File: src/rtl/adc_acq_sequencer.sv
// Conversion sequencer for the AD4003 ADC array: shared CNVST, SCK burst gate,
// deserializer capture window and sample-ready strobe; continuous or single-shot.
module adc_acq_sequencer #(
  parameter int unsigned ADC_DATA_WIDTH  = 18,
  parameter int unsigned SAMPLE_PERIOD   = 80,
  parameter int unsigned CNV_HIGH_CYCLES = 4,
  parameter int unsigned CONV_CYCLES     = 26,
  parameter int unsigned READ_DELAY      = 4,
  parameter int unsigned CNT_WIDTH       = 32
) (
  input  logic                 adc_spi_clk,
  input  logic                 rst,
  input  logic                 acq_enable,
  input  logic                 soft_trig,
  input  logic                 ovr_clr,
  output logic                 cnvst,
  output logic                 sck_en,
  output logic                 reader_en_sync,
  output logic                 sample_strobe,
  output logic                 busy,
  output logic                 trig_overrun,
  output logic [CNT_WIDTH-1:0] sample_cnt
);

  localparam logic [2:0] IDLE      = 3'd0;
  localparam logic [2:0] CNV       = 3'd1;
  localparam logic [2:0] CONV_WAIT = 3'd2;
  localparam logic [2:0] SHIFT     = 3'd3;
  localparam logic [2:0] TAIL      = 3'd4;
  localparam logic [2:0] DONE      = 3'd5;
  localparam logic [2:0] HOLDOFF   = 3'd6;

  // Cycle index of DONE relative to the CNVST rise.
  localparam int unsigned BUSY_CYCLES = CONV_CYCLES + READ_DELAY + ADC_DATA_WIDTH;
  localparam int unsigned PER_MAX =
      (SAMPLE_PERIOD > BUSY_CYCLES + 1) ? SAMPLE_PERIOD : BUSY_CYCLES + 1;
  localparam int unsigned PW = $clog2(PER_MAX + 1);

  localparam logic [PW-1:0] CNV_END    = PW'(CNV_HIGH_CYCLES - 1);
  localparam logic [PW-1:0] WAIT_END   = PW'(CONV_CYCLES - 1);
  localparam logic [PW-1:0] SHIFT_END  = PW'(CONV_CYCLES + ADC_DATA_WIDTH - 1);
  localparam logic [PW-1:0] TAIL_END   = PW'(BUSY_CYCLES - 1);
  localparam logic [PW-1:0] PERIOD_END = PW'(SAMPLE_PERIOD - 1);

  logic [2:0]            state_q, state_d;
  logic [PW-1:0]         period_q, period_d;
  logic [READ_DELAY-1:0] rd_dly_q;
  logic                  busy_now;
  logic                  ovr_set;

  always_comb begin
    state_d = state_q;
    case (state_q)
      IDLE:      if (acq_enable || soft_trig) state_d = CNV;
      CNV:       if (period_q == CNV_END) state_d = CONV_WAIT;
      CONV_WAIT: if (period_q == WAIT_END) state_d = SHIFT;
      SHIFT:     if (period_q == SHIFT_END) state_d = TAIL;
      TAIL:      if (period_q == TAIL_END) state_d = DONE;
      DONE:      state_d = acq_enable ? HOLDOFF : IDLE;
      HOLDOFF: begin
        // A period shorter than the busy time falls straight through here.
        if (!acq_enable) state_d = IDLE;
        else if (period_q >= PERIOD_END) state_d = CNV;
      end
      default:   state_d = IDLE;
    endcase
  end

  always_comb begin
    period_d = period_q + 1'b1;
    if (state_d == CNV && state_q != CNV) period_d = '0;
    else if (state_q == IDLE) period_d = '0;
  end

  assign busy_now = (state_q != IDLE) && (state_q != HOLDOFF);
  assign ovr_set  = soft_trig && (busy_now || state_q == HOLDOFF);

  assign reader_en_sync = rd_dly_q[READ_DELAY-1];

  always_ff @(posedge adc_spi_clk or posedge rst) begin
    if (rst) begin
      state_q       <= IDLE;
      period_q      <= '0;
      rd_dly_q      <= '0;
      cnvst         <= 1'b0;
      sck_en        <= 1'b0;
      sample_strobe <= 1'b0;
      busy          <= 1'b0;
      trig_overrun  <= 1'b0;
      sample_cnt    <= '0;
    end else begin
      state_q       <= state_d;
      period_q      <= period_d;
      rd_dly_q      <= READ_DELAY'({rd_dly_q, sck_en});
      cnvst         <= (state_d == CNV);
      sck_en        <= (state_d == SHIFT);
      sample_strobe <= (state_d == DONE);
      busy          <= (state_d != IDLE) && (state_d != HOLDOFF);
      if (ovr_set) trig_overrun <= 1'b1;
      else if (ovr_clr) trig_overrun <= 1'b0;
      if (state_d == DONE) sample_cnt <= sample_cnt + 1'b1;
    end
  end

endmodule

File: config.mk
export PLATFORM = sky130hd
export DESIGN_NAME = adc_acq_sequencer
export DESIGN_NICKNAME = d
export VERILOG_FILES = /design/src/rtl/adc_acq_sequencer.sv
export SDC_FILE = /design/constraint.sdc
export NUM_CORES = 1
export LEC_CHECK = 0
export ABC_AREA = 0
export BUFFER_PORTS_ARGS = -buffer_cell sky130_fd_sc_hd__buf_2
export CAP_MARGIN = 10
export CORE_ASPECT_RATIO = 1.5
export CORE_UTILIZATION = 55
export DETAILED_ROUTE_END_ITERATION = 16
export PLACE_DENSITY = 0.79
export SYNTH_ARGS = -nofsm -noshare
export SYNTH_HDL_FRONTEND = slang
export SYNTH_SLANG_ARGS = --single-unit
File: constraint.sdc
create_clock -name adc_spi_clk -period 2.6 [get_ports adc_spi_clk]
set_input_delay 0.39 -clock adc_spi_clk [delete_from_list [all_inputs] [get_ports adc_spi_clk]]
set_output_delay 0.39 -clock adc_spi_clk [all_outputs]
set_load 0.01 [all_outputs]
==> flow_summary.toml <==
[synth]
synth_xor_xnor_area_share = 0.133
synth_top_area_share = 0.526
synth_compound_area_frac = 0.0660
synth_edf_count = 0
ys_types = 42
yosysTopAreaCell = "dfrtp_1"
synth-seq-cells = 51
yosys_most_used_dff = "dfrtp_1"
yosysSeqAreaShare = 0.526
synth_area_leaders = "dfrtp_1 53%, xnor2_1 9.4%, nand3_1 3.5%"
synth_area_um2 = 2420
yosys.area_share.simple = 0.218
synth_top_family_by_area = "simple AND/OR/NAND/NOR gates"
syn_avg_cell_area_um2 = 10.6
yosys.area_share.adder = 0.0155
syn-num-nets = 236
synth_mux_area_frac = 0
yosys_warnings = 0
syn_inst = 228
async_flop_share = 1.00

[power_and_ir_drop]
clkPwrFrac = 0.303
p_sw_frac = 0.286
total_leakage_power_uw = 0.00141
p_comb_frac = 0.234
seqPwrFrac = 0.463
power_switching_uw = 594
cell_internal_pwr_uw = 1480
powerDensity_nw_per_um2 = 728
ir_drop_uv = 743

[route]
routed_wl_mm = 4.74
drc = 0
via_count = 1881
routedWlPerCell_um = 14.6
drt-pass1-iter-count = 4
postRouteAntennaNets = 0
routed_via_density = 5.81
drt-initial-drc-count = 54

[clock_network]
hold_buffers = 0
clk_latency_ps = 300
postCtsResizedCells = 0
cts_tree = "built"
cts_max_level = 2
clk_pin_slew_ps = 90
cts.sinks = 51
postCtsSetupBuffers = 0
root_buffer = "clkbuf_8"
clockBufferDepth = 2
cts_buffers = 5

[worst_setup_path]
rrSetupSlack_ps = 160
crit_cells = 6
critPathMostFrequentCell = "or4_4"
cpMaxStageDelayCell = "or4_4"
cp_top_family = "simple AND/OR/NAND/NOR gates"
cp_max_fo = 7
critPathLaunch = "period_q[0]"
worstSetupEndpointType = "flip-flop"
rr_worst_depth = 6
crit_required_ps = 2790
start_kind = "flip-flop"
critPathBufInv = 0
regToRegStartpoint = "period_q[0]"
path_cells = "ha_2 > nand4_1 > or4_4 > or4_4 > nand2b_4 > xnor2_2"
slowest_delay_ps = 590
timing.rr.end = "sample_cnt[28]"
cp.arrival_ps = 2630
path_class = "flip-flop to flip-flop"
critical_path.endpoint = "sample_cnt[28]"

[cells_and_area]
final_cell_mix = "51 x dfrtp_1, 42 x buf_2, 26 x xnor2_1, 17 x nand3_1, 14 x nand2_1"
drive_gt1_frac = 0.252
antenna_cells = 0
final_common_cell = "dfrtp_1"
nets = 285
syn2layout_area_growth_pct = 17.6

[placement]
gp_congestion = 0.834
io_buffers = 42
hpwl_mm = 3.53
dp_slack_ps = 155

[timing]
worst_slack_ps = 159
worstMarginPinSlew_ps = 839
finalClockSkew_ps = 9.63
rsz0062_at_grt = "false"
fin_crit_ps = 2440
hold_violations = 0
final.setup.tns_ps = 0
relSlewSlack = 0.436
max_freq_ghz = 0.410
min_period_over_period = 0.939
setup_viol = 0
drv_slew = 0

[grt]
overflow = 0
track_usage = 0.220
grt_max_degree = 21
grt_pass1_wl_mm = 8.12
antenna_found_initial = 0
grt_pass1_vias = 1762

[floorplan]
die-area_um2 = 4680
start_util = 0.571
die_x_um = 56.2
ioPinCount = 43
die_height_um = 83.3
fp-row-count = 29
core_area_um2 = 4250

[job]
drv_cap = 0

[hold_path]
hp-class = "input port to async pin"

[outcome]
status = "finished, final reports clean"
state kept, by name (all words and copies together), names as in the netlist:
name           cells
state_q            3
cnvst              1
busy               1
sample_strobe      1
sample_cnt        32
trig_overrun       1
sck_en             1
rd_dly_q           4
period_q           7
area by class of cell:
type / count / area, um^2
fillers: 331 / 1390
flip-flops and latches: 51 / 1280
multi-input cells: 155 / 1050
repair buffers: 53 / 293
clock buffers: 6 / 72.6
clock inverters: 2 / 60.1
well taps: 46 / 57.6
inverters: 11 / 41.3
worst min-delay path by stage:
stage	slack (ps)	cells past startpoint	endpoint	from
after global routing	40	2	period_q[3]	rst
final	20	2	sample_strobe	rst
after CTS	20	2	sample_strobe	rst
after floorplan	330	0	rd_dly_q[1]	rd_dly_q[0]
after detailed placement	340	0	rd_dly_q[3]	rd_dly_q[2]
after global placement	330	0	rd_dly_q[2]	rd_dly_q[1]
routing by layer:
| metal | track usage | share of wire | wire length (um) |
|---|---|---|---|
| met3 | 0.0389 | 0.031 | 147 |
| met2 | 0.373 | 0.54 | 2570 |
| met1 | 0.271 | 0.40 | 1890 |
| met4 | 0.0953 | 0.027 | 129 |
| met5 | 0 | 0 | 0 |
cell usage after synthesis (3+ instances only):
cell / instances
a31oi_1: 4
nor2_1: 11
nand2_1: 14
nand4_1: 11
o21ai_0: 4
xor2_1: 9
a211oi_1: 9
ha_1: 3
clkbuf_1: 7
and4_1: 4
nor4_1: 4
dfrtp_1: 51
nor3_1: 6
xnor2_1: 26
inv_1: 11
and3_1: 8
nand3_1: 17
cells by family (layout without fill, tap and decap cells):
logic type               Yosys count  after routing
AND/OR/NAND/NOR                   92             92
AO/OA/AOI/OAI                     24             24
flip-flops                        51             51
adder cells (fa/ha/maj)            3              3
buffers and inverters             22             72
XOR/XNOR                          36             36
metrics by stage:
step	total power [uW]	area, um^2	hold WS [ps]	cells	utilization
6_report	2080	2850	22.3	324	0.672
3_5_place_dp	1460	2720	338	316	0.640
3_3_place_gp	1450	2720	333	316	0.640
4_1_cts	2090	2850	24.4	324	0.671
2_1_floorplan	1290	2420	331	228	-
5_1_grt	2190	2850	35.1	324	0.672
worst reg2reg max path, stage by stage (launching register included):
cell and delay, ps:
dfrtp_1 440, ha_2 250, nand4_1 190, or4_4 590, or4_4 580, nand2b_4 170
xnor2_2 120
power by group through the flow:
stage | Clock [uW] | Sequential (uW) | Combinational, uW
final | 630 | 961 | 486
after global routing | 669 | 975 | 542
after CTS | 643 | 961 | 485
after detailed placement | 0 | 978 | 481
after global placement | 0 | 969 | 478
after floorplan | 0 | 963 | 326
No activity file was read; power rests on OpenSTA's default activity.
